$ cat src/rtl/reload_down_counter.sv
// rtl/reload_down_counter.sv - loadable down counter with reload register, run/done FSM and terminal-count pulse
// Optional tick prescaler compiled in with DOWN_COUNTER_PRESCALE_EN.
module reload_down_counter #(
  parameter int WIDTH = 8
`ifdef DOWN_COUNTER_PRESCALE_EN
  ,
  parameter int PRE_W = 4
`endif
) (
  input  logic             clk,
  input  logic             rst_n,
  input  logic             load,
  input  logic [WIDTH-1:0] data_in,
  input  logic             enable,
  input  logic             auto_reload,
`ifdef DOWN_COUNTER_PRESCALE_EN
  input  logic [PRE_W-1:0] prescale,
`endif
  output logic [WIDTH-1:0] count,
  output logic             tc,
  output logic             tc_pulse,
  output logic             busy,
  output logic             done
);

  typedef enum logic [1:0] {
    ST_IDLE = 2'd0,
    ST_RUN  = 2'd1,
    ST_DONE = 2'd2
  } state_e;

  state_e           state_q, state_d;
  logic [WIDTH-1:0] count_q, count_d;
  logic [WIDTH-1:0] reload_q, reload_d;
  logic             tc_pulse_q, tc_pulse_d;
  logic             pre_term;
  logic             tick;

`ifdef DOWN_COUNTER_PRESCALE_EN
  logic [PRE_W-1:0] pre_q, pre_d;

  assign pre_term = (pre_q == prescale);

  // Prescaler only advances while enabled in RUN; any other state parks it at zero.
  always_comb begin
    pre_d = pre_q;
    if (load || state_q != ST_RUN) begin
      pre_d = '0;
    end else if (enable) begin
      pre_d = pre_term ? '0 : pre_q + PRE_W'(1);
    end
  end

  always_ff @(posedge clk or negedge rst_n) begin
    if (!rst_n) begin
      pre_q <= '0;
    end else begin
      pre_q <= pre_d;
    end
  end
`else
  assign pre_term = 1'b1;
`endif

  assign tick = enable && (state_q == ST_RUN) && pre_term;

  always_comb begin
    state_d    = state_q;
    count_d    = count_q;
    reload_d   = reload_q;
    tc_pulse_d = 1'b0;
    if (load) begin
      count_d  = data_in;
      reload_d = data_in;
      state_d  = (data_in != '0) ? ST_RUN : ST_DONE;
    end else if (tick) begin
      if (count_q > WIDTH'(1)) begin
        count_d = count_q - WIDTH'(1);
      end else if (count_q == WIDTH'(1)) begin
        count_d    = '0;
        tc_pulse_d = 1'b1;
        state_d    = auto_reload ? ST_RUN : ST_DONE;
      end else if (auto_reload) begin
        // Reload of zero keeps count at 0 and pulses on every tick.
        count_d    = reload_q;
        tc_pulse_d = (reload_q == '0);
      end else begin
        state_d = ST_DONE;
      end
    end
  end

  always_ff @(posedge clk or negedge rst_n) begin
    if (!rst_n) begin
      state_q    <= ST_IDLE;
      count_q    <= '0;
      reload_q   <= '0;
      tc_pulse_q <= 1'b0;
    end else begin
      state_q    <= state_d;
      count_q    <= count_d;
      reload_q   <= reload_d;
      tc_pulse_q <= tc_pulse_d;
    end
  end

  assign count    = count_q;
  assign tc       = (count_q == '0);
  assign tc_pulse = tc_pulse_q;
  assign busy     = (state_q == ST_RUN);
  assign done     = (state_q == ST_DONE);

endmodule

$ cat config.mk
export PLATFORM = sky130hd
export DESIGN_NAME = reload_down_counter
export DESIGN_NICKNAME = d
export VERILOG_FILES = /design/src/rtl/reload_down_counter.sv
export SDC_FILE = /design/constraint.sdc
export NUM_CORES = 1
export LEC_CHECK = 0
export BUFFER_PORTS_ARGS = -buffer_cell sky130_fd_sc_hd__buf_2
export CORE_MARGIN = 2
export CORE_UTILIZATION = 45
export DETAILED_ROUTE_END_ITERATION = 6
export PLACE_DENSITY = 0.68
export SETUP_SLACK_MARGIN = 0.05
export SKIP_LAST_GASP = 1
export SYNTH_ARGS = -nofsm -noshare
export SYNTH_HDL_FRONTEND = slang
export SYNTH_SLANG_ARGS = --single-unit
$ cat constraint.sdc
create_clock -name clk -period 3 [get_ports clk]
set_input_delay 0.45 -clock clk [delete_from_list [all_inputs] [get_ports clk]]
set_output_delay 0.45 -clock clk [all_outputs]
set_load 0.02 [all_outputs]
Word-level counts from Yosys, hierarchy flattened:

Cells that the tools add are included.

* register bits after elaboration: 19
* output and inout bits: 12

* add/subtract/negate cells: 1
* order comparisons: 1
* equality and inequality tests: 5
* mux-type cells: 17
* reductions and logical operators: 8

Operator list (count)
* 8-bit 2-to-1 mux: 5
* 8-bit zero test: 2
* 2-bit 2-to-1 mux: 7
* 8-bit by 1-bit equality test with 1-bit output, second input constant: 1
* 8-bit by 1-bit > comparator with 1-bit output, second input constant: 1
* 8-bit nonzero test: 1
* 8-bit by 1-bit subtractor with 8-bit output, second input constant: 1
* 1-bit 2-to-1 mux: 5
* 4-bit nonzero test: 1
* 3-bit by 2-bit != test with 1-bit output, second input constant: 1
* 3-bit AND reduction: 1
* 2-bit by 1-bit equality test with 1-bit output, second input constant: 1
* 2-bit equality test, second input constant: 1
* 2-bit != test, second input constant: 1
* 2-bit AND reduction: 1
* 2-bit nonzero test: 1
* 1-bit logical AND: 1

Logic depth before layout (Yosys ltp):

Gate-level depths: netlist of run 1.

* word-level depth: 6
* depth in mapped cells: 7

Worst setup path after synthesis of run 1:

Ideal clock, no wire load.

* path type: register -> output
* start point: register count_q[0], in the netlist count[0]
* end point: output port tc
* data arrival time: 1684 ps
* required time: 2550 ps
* slack: 866 ps
* stages on the path, launching flop included: 6
* cells stage by stage: dfrtp_1 inv_1 ha_1 or3b_2 clkbuf_1 nor2_1

* longest elaborated chain between the ends: 1

Ends and longest elaborated chain
* start: declaration: line 33 `logic [WIDTH-1:0] count_q, count_d;`
* start signal: assignment: line 101 `count_q <= count_d;`
* 8-bit zero test: line 108 `assign tc = (count_q == '0);`
* end: declaration: line 20 `output logic tc,`

No other way between the ends.

Worst setup path in the final report of run 1:

* start point: register count_q[4], in the netlist count[4]
* end point: register count_q[7], in the netlist count[7]

* longest elaborated chain between the ends: 5

Ends and longest elaborated chain
* parallel branches: the longest is 5 deep, another holds 8-bit by 1-bit subtractor with 8-bit output

Several ways; the timed one is not identified. The select of a mux whose other input is x is not followed.
A chain may end at the register's enable or synchronous reset.

==> results of run 1 <==
## area by class of cell
cell class              count  area (sq um)  area share (%)
inverters                  13         48.80           3.714
well taps                  30         37.54           2.857
repair buffers             24         120.1           9.143
clock buffers               4         26.28           2.000
multi-input cells          88         605.6           46.10
flip-flops and latches     19         475.5           36.19
## cell families (layout without fill, tap and decap cells)
family / after synthesis / count (layout)
AOI/OAI and AO/OA: 38 / 38
adders and majority gates: 2 / 2
buffers and inverters: 19 / 41
DFF: 19 / 19
muxes: 1 / 1
and+or+nand+nor: 47 / 47
## worst paths after layout
kind                                         start                      end  slack (ns)
max                           count[4]$_DFFE_PN0P_     count[7]$_DFFE_PN0P_        0.52
min                                          rst_n  reload_q[6]$_DFFE_PN0P_        0.07
max reg2reg                   count[4]$_DFFE_PN0P_     count[7]$_DFFE_PN0P_        0.52
min reg2reg                reload_q[5]$_DFFE_PN0P_  reload_q[5]$_DFFE_PN0P_        0.53
max in group asynchronous                    rst_n  reload_q[4]$_DFFE_PN0P_        2.63
min in group clk                        data_in[3]  reload_q[3]$_DFFE_PN0P_        0.38
## layer usage
layer / vias to the layer above / share of wire, % / global-route usage, %
met4: 0 / 2.6 / 7.083
met5: - / 0 / 0
met1: 499 / 45 / 29.10
met2: 36 / 47 / 36.11
li1: 520 / - / -
met3: 8 / 5.5 / 6.011
## worst register-to-register path, delay by kind of cell (launching register included)
family,cells,cell delay (ns)
flops,1,0.47
simple gates,2,1.14
compound gates,2,0.77
## through the flow
| stage | std cells | util (%) | cell area (sq um) |
|---|---|---|---|
| final | 178 | 53.52 | 1314 |
| after global routing | 178 | 53.52 | 1314 |
| after CTS | 178 | 53.52 | 1314 |
| after detailed placement | 174 | 52.45 | 1287 |
| after global placement | 174 | 52.45 | 1287 |
| after floorplan | 126 | - | 1155 |
## sequential cells by signal, indices dropped and copies added, names as in the netlist
register	flops
tc_pulse	1
state_q	2
count	8
reload_q	8
## placed cells by master (no fill, tap or decap), types with 2 or more instances in the layout
cell type	instances
a21o_1	2
a32o_1	2
buf_2	24
clkbuf_4	3
dfrtp_1	19
ha_1	2
inv_1	12
nand2_1	12
nand3b_1	2
nand4_1	2
nor2_1	10
nor2b_1	2
nor3_1	3
nor4_1	4
o21a_1	2
o21ai_0	10
o221a_2	3
o31ai_1	3
or4_1	4
## power breakdown
group / internal [mW] / total (mW) / switching [mW]
logic: 0.0691 / 0.184 / 0.115
registers: 0.281 / 0.319 / 0.0375
clock network: 0.0519 / 0.130 / 0.0784
==> results.sh, run 1 <==
export IMPL_status="finished clean"
export IMPL_crit_slowest_cell="nor4_1"
export IMPL_ys_seq_area_share_pct=41.17
export IMPL_rsz0062_at_grt="false"
export IMPL_synth_cell_types=45
export IMPL_syn_nets=141
export IMPL_synth_xor_area_share_pct=0
export IMPL_cts_resized=0
export IMPL_synth_compound_area_share_pct=26.00
export IMPL_yosys_top_cells_area="dfrtp_1 (41%), o21ai_0 (4.3%), inv_1 (3.9%), nand2_1 (3.9%), nor2_1 (3.3%)"
export IMPL_htreeDepth=1
export IMPL_end_kind="flip-flop"
export IMPL_ios=25
export IMPL_yosys_warnings=0
export IMPL_p_leak_nw=0.5800
export IMPL_drtIter0Drc=19
export IMPL_dieArea_sq_um=2988
export IMPL_grt_max_degree=29
export IMPL_peakVddDrop_mv=0.3532
export IMPL_grt_pass1_vias=1023
export IMPL_min_period_ns=2.484
export IMPL_die_w_um=54.66
export IMPL_hold_path_class="input pin to asynchronous set/reset pin"
export IMPL_wl_mm=2.870
export IMPL_cp_cell_sequence="nor4_1, a31oi_1, or2_1, a32o_1"
export IMPL_required_ns=3.19
export IMPL_start_kind="flip-flop"
export IMPL_synthSimpleGateAreaFrac_pct=23.29
export IMPL_synth_area_sq_um=1155
export IMPL_syn_inst=126
export IMPL_worstSkewPairLatency_ns=0.30
export IMPL_setup_tns_final_ns=0
export IMPL_critPathTopFamily="simple AND/OR/NAND/NOR gates"
export IMPL_finalSetupViolations=0
export IMPL_skew_ns=0.001947
export IMPL_power_density_nw_per_um2=481.7
export IMPL_post_cts_buffers=0
export IMPL_synth_edf_count=0
export IMPL_viasPerCell=5.972
export IMPL_cts_tree="built"
export IMPL_grtUsageTotal_pct=22.47
export IMPL_synth_top_family_by_area="compound AO/OA/AOI/OAI gates"
export IMPL_cts_root_buf="clkbuf_4"
export IMPL_drt_antenna_violating_nets=0
export IMPL_overflow=0
export IMPL_final_max_slew_viol_count=0
export IMPL_relSlewSlack_pct=33.54
export IMPL_gp_congestion=0.9048
export IMPL_power_uw=632.9
export IMPL_synthTopCellsByCount="dfrtp_1 (19), inv_1 (12), nand2_1 (12)"
export IMPL_ctsHoldBuffers=0
export IMPL_finalHoldViolCount=0
export IMPL_cts_clk_slew_worst_paths_ns=0.10
export IMPL_ff2ff_path_depth=4
export IMPL_nFillCells=240
export IMPL_cp_max_fo=12
export IMPL_synthAdderAreaFrac_pct=2.167
export IMPL_core_sq_um=2455
export IMPL_worst_slack_ns=0.5162
export IMPL_dp_hpwl_mm=2.163
export IMPL_critPathKind="flip-flop to flip-flop"
export IMPL_ys_ff_latch=19
export IMPL_avgRoutedWirePerCell_um=16.12
export IMPL_worst_slew_pin_slew_ns=0.9922
export IMPL_rows=18
export IMPL_synth_mux_area_share_pct=0.9751
export IMPL_cp_num_buf_inv=0
export IMPL_cts_sinks=19
export IMPL_async_flop_share_pct=100.0
export IMPL_fp_dieH_um=54.66
export IMPL_path_depth=4
export IMPL_min_period_over_period_pct=82.79
export IMPL_drtPass1Iterations=4
export IMPL_yosysTopAreaCellShare_pct=41.17
export IMPL_timing_hold_ws_ns=0.07452
export IMPL_grt_pass1_wl_mm=4.712
export IMPL_n_antenna_cell=0
export IMPL_ys_flop_type="dfrtp_1"
export IMPL_numCtsBuffers=3
export IMPL_port_buffers=24
export IMPL_drc_errors=0
export IMPL_dp_slack_ns=0.5890
export IMPL_max_clock_path_buffers=2
export IMPL_initial_core_util_pct=47.04
export IMPL_avgSynthCellArea_sq_um=9.166
export IMPL_drive_gt1_share_pct=25.00
export IMPL_via_count=1063
export IMPL_critPathArrivalTime_ns=2.68
export IMPL_syn2layout_area_growth_pct=13.76
export IMPL_yosysTopAreaCell="dfrtp_1"
export IMPL_layout_nets=164
export IMPL_drv_cap=0
export IMPL_yosysMostFrequentCell="dfrtp_1"
export IMPL_worst_path_largest_cell_delay_ns=0.73
export IMPL_max_freq_mhz=402.6
export IMPL_antenna_found_initial=0
(Power assumes the default switching activity.)
==> run 2, diff against run 1 <==
==> constraint.sdc (replaced) <==
create_clock -name clk -period 2.45 [get_ports clk]
set_input_delay 0.3675 -clock clk [delete_from_list [all_inputs] [get_ports clk]]
set_output_delay 0.3675 -clock clk [all_outputs]
set_load 0.02 [all_outputs]
==> run 2 against run 1 <==
Compared with the run above: the flow now finishes with violations (negative hold slack); utilization grew 1.1 points; cell count grew 1.7%; first-iteration DRC count rose by 89%; clock skew about the same; power grew 24%; highest routed layer unchanged.
==> results.sh, run 2 (same netlist as run 1, synthesis figures left out) <==
export IMPL_drt_antenna_violating_nets=0
export IMPL_htreeDepth=1
export IMPL_critPathKind="flip-flop to primary output"
export IMPL_finalSetupViolations=0
export IMPL_placedCellCount=177
export IMPL_cp_max_fo=8
export IMPL_wl_mm=2.767
export IMPL_numCtsBuffers=3
export IMPL_nFillCells=227
export IMPL_status="finished, violations left"
export IMPL_timing_rr_end="count[5]$_DFFE_PN0P_"
export IMPL_via_count=1081
export IMPL_power_uw=783.3
export IMPL_grt_max_degree=28
export IMPL_final_common_cell="buf_2"
export IMPL_reg2reg_from="count[0]$_DFFE_PN0P_"
export IMPL_ios=25
export IMPL_overflow=0
export IMPL_reg2reg_slack_ns=0.27
export IMPL_gp_congestion=0.8425
export IMPL_power_density_nw_per_um2=584.5
export IMPL_worst_path_largest_cell_delay_ns=0.53
export IMPL_relSlewSlack_pct=39.77
export IMPL_final_max_slew_viol_count=0
export IMPL_hold_path_class="input pin to asynchronous set/reset pin"
export IMPL_cp_cell_sequence="inv_1, ha_1, or3b_2, nor2_2, buf_2"
export IMPL_drtPass1Iterations=4
export IMPL_dp_hpwl_mm=2.095
export IMPL_required_ns=2.08
export IMPL_worst_slack_ns=0.1641
export IMPL_post_cts_buffers=0
export IMPL_grtUsageTotal_pct=20.63
export IMPL_finalHoldViolCount=19
export IMPL_critPathTopFamily="simple AND/OR/NAND/NOR gates"
export IMPL_cts_clk_slew_worst_paths_ns=0.11
export IMPL_core_sq_um=2455
export IMPL_worst_slew_pin_slew_ns=0.8993
export IMPL_min_period_ns=2.286
export IMPL_cts_tree="built"
export IMPL_min_period_over_period_pct=93.30
export IMPL_worstSkewPairLatency_ns=0.30
export IMPL_fp_dieH_um=54.66
export IMPL_crit_slowest_cell="or3b_2"
export IMPL_timing_hold_ws_ns=-0.01594
export IMPL_n_antenna_cell=0
export IMPL_violations="negative hold slack"
export IMPL_skew_ns=0.001692
export IMPL_setup_tns_final_ns=0
export IMPL_viasPerCell=5.972
export IMPL_dieArea_sq_um=2988
export IMPL_syn2layout_area_growth_pct=16.04
export IMPL_start_kind="flip-flop"
export IMPL_drc_errors=0
export IMPL_antenna_found_initial=0
export IMPL_avgRoutedWirePerCell_um=15.29
export IMPL_max_clock_path_buffers=2
export IMPL_grt_pass1_vias=996
export IMPL_drv_cap=0
export IMPL_initial_core_util_pct=47.04
export IMPL_die_w_um=54.66
export IMPL_final_cell_mix="buf_2 (24), dfrtp_1 (18), inv_1 (12), nand2_1 (12), o21ai_0 (10)"
export IMPL_drtIter0Drc=36
export IMPL_layout_nets=167
export IMPL_critPathArrivalTime_ns=1.92
export IMPL_grt_pass1_wl_mm=4.443
export IMPL_peakVddDrop_mv=0.3562
export IMPL_rsz0062_at_grt="false"
export IMPL_rows=18
export IMPL_finalNonFillerCells=181
export IMPL_end_kind="primary output"
export IMPL_cp_num_buf_inv=2
export IMPL_port_buffers=24
export IMPL_max_freq_mhz=437.5
export IMPL_p_leak_nw=0.5941
export IMPL_cts_sinks=19
export IMPL_cts_root_buf="clkbuf_4"
export IMPL_drive_gt1_share_pct=27.81
export IMPL_ff2ff_path_depth=6
export IMPL_dp_slack_ns=0.2510
==> run 2: worst register-to-register path: cells and delay by family, from the launching register on <==
kind / cells / cell delay (ns)
AOI/OAI and AO/OA: 3 / 1.16
adders and majority gates: 1 / 0.23
buffers and inverters: 1 / 0.06
DFF: 1 / 0.44
and+or+nand+nor: 1 / 0.18
==> run 2: where the power goes <==
| part | switching (mW) | internal (mW) | total, mW |
|---|---|---|---|
| clock network | 0.0971 | 0.0634 | 0.161 |
| logic | 0.139 | 0.0908 | 0.230 |
| registers | 0.0478 | 0.345 | 0.393 |
| total | 0.284 | 0.499 | 0.783 |
==> run 2: what timing repair did <==
item	in CTS	in global routing
setup endpoints to repair	0	2
gates resized for setup	0	2
hold buffers	0	0
==> run 2: layout make-up <==
cell class	count	area (sq um)	area share, %
clock buffers	4	26.28	1.961
inverters	13	48.80	3.641
multi-input cells	88	608.1	45.38
flip-flops and latches	19	476.7	35.57
well taps	30	37.54	2.801
repair buffers	27	142.6	10.64
==> run 2: worst max path at each step <==
stage | end | slack, ns | depth (start not counted) | start
3_5_place_dp | count[5]$_DFFE_PN0P_ | 0.25 | 6 | count[0]$_DFFE_PN0P_
2_1_floorplan | tc | 0.40 | 5 | count[0]$_DFFE_PN0P_
5_1_grt | tc | 0.08 | 5 | count[0]$_DFFE_PN0P_
6_report | tc | 0.16 | 5 | count[0]$_DFFE_PN0P_
4_1_cts | tc | 0.11 | 5 | count[0]$_DFFE_PN0P_
3_3_place_gp | count[5]$_DFFE_PN0P_ | 0.36 | 6 | count[0]$_DFFE_PN0P_
==> run 2: per-stage QoR <==
stage	util, %	instance area (sq um)
final	54.59	1340
after global routing	54.59	1340
after CTS	54.43	1336
after detailed placement	53.36	1310
after global placement	53.36	1310
after floorplan	-	1155
==> run 2: layer usage <==
metal	vias up	track usage [%]	routed length, um
met2	42	34.13	1294
li1	526	-	-
met5	-	0	0
met1	508	27.03	1281
met4	0	8.333	48
met3	5	2.459	143
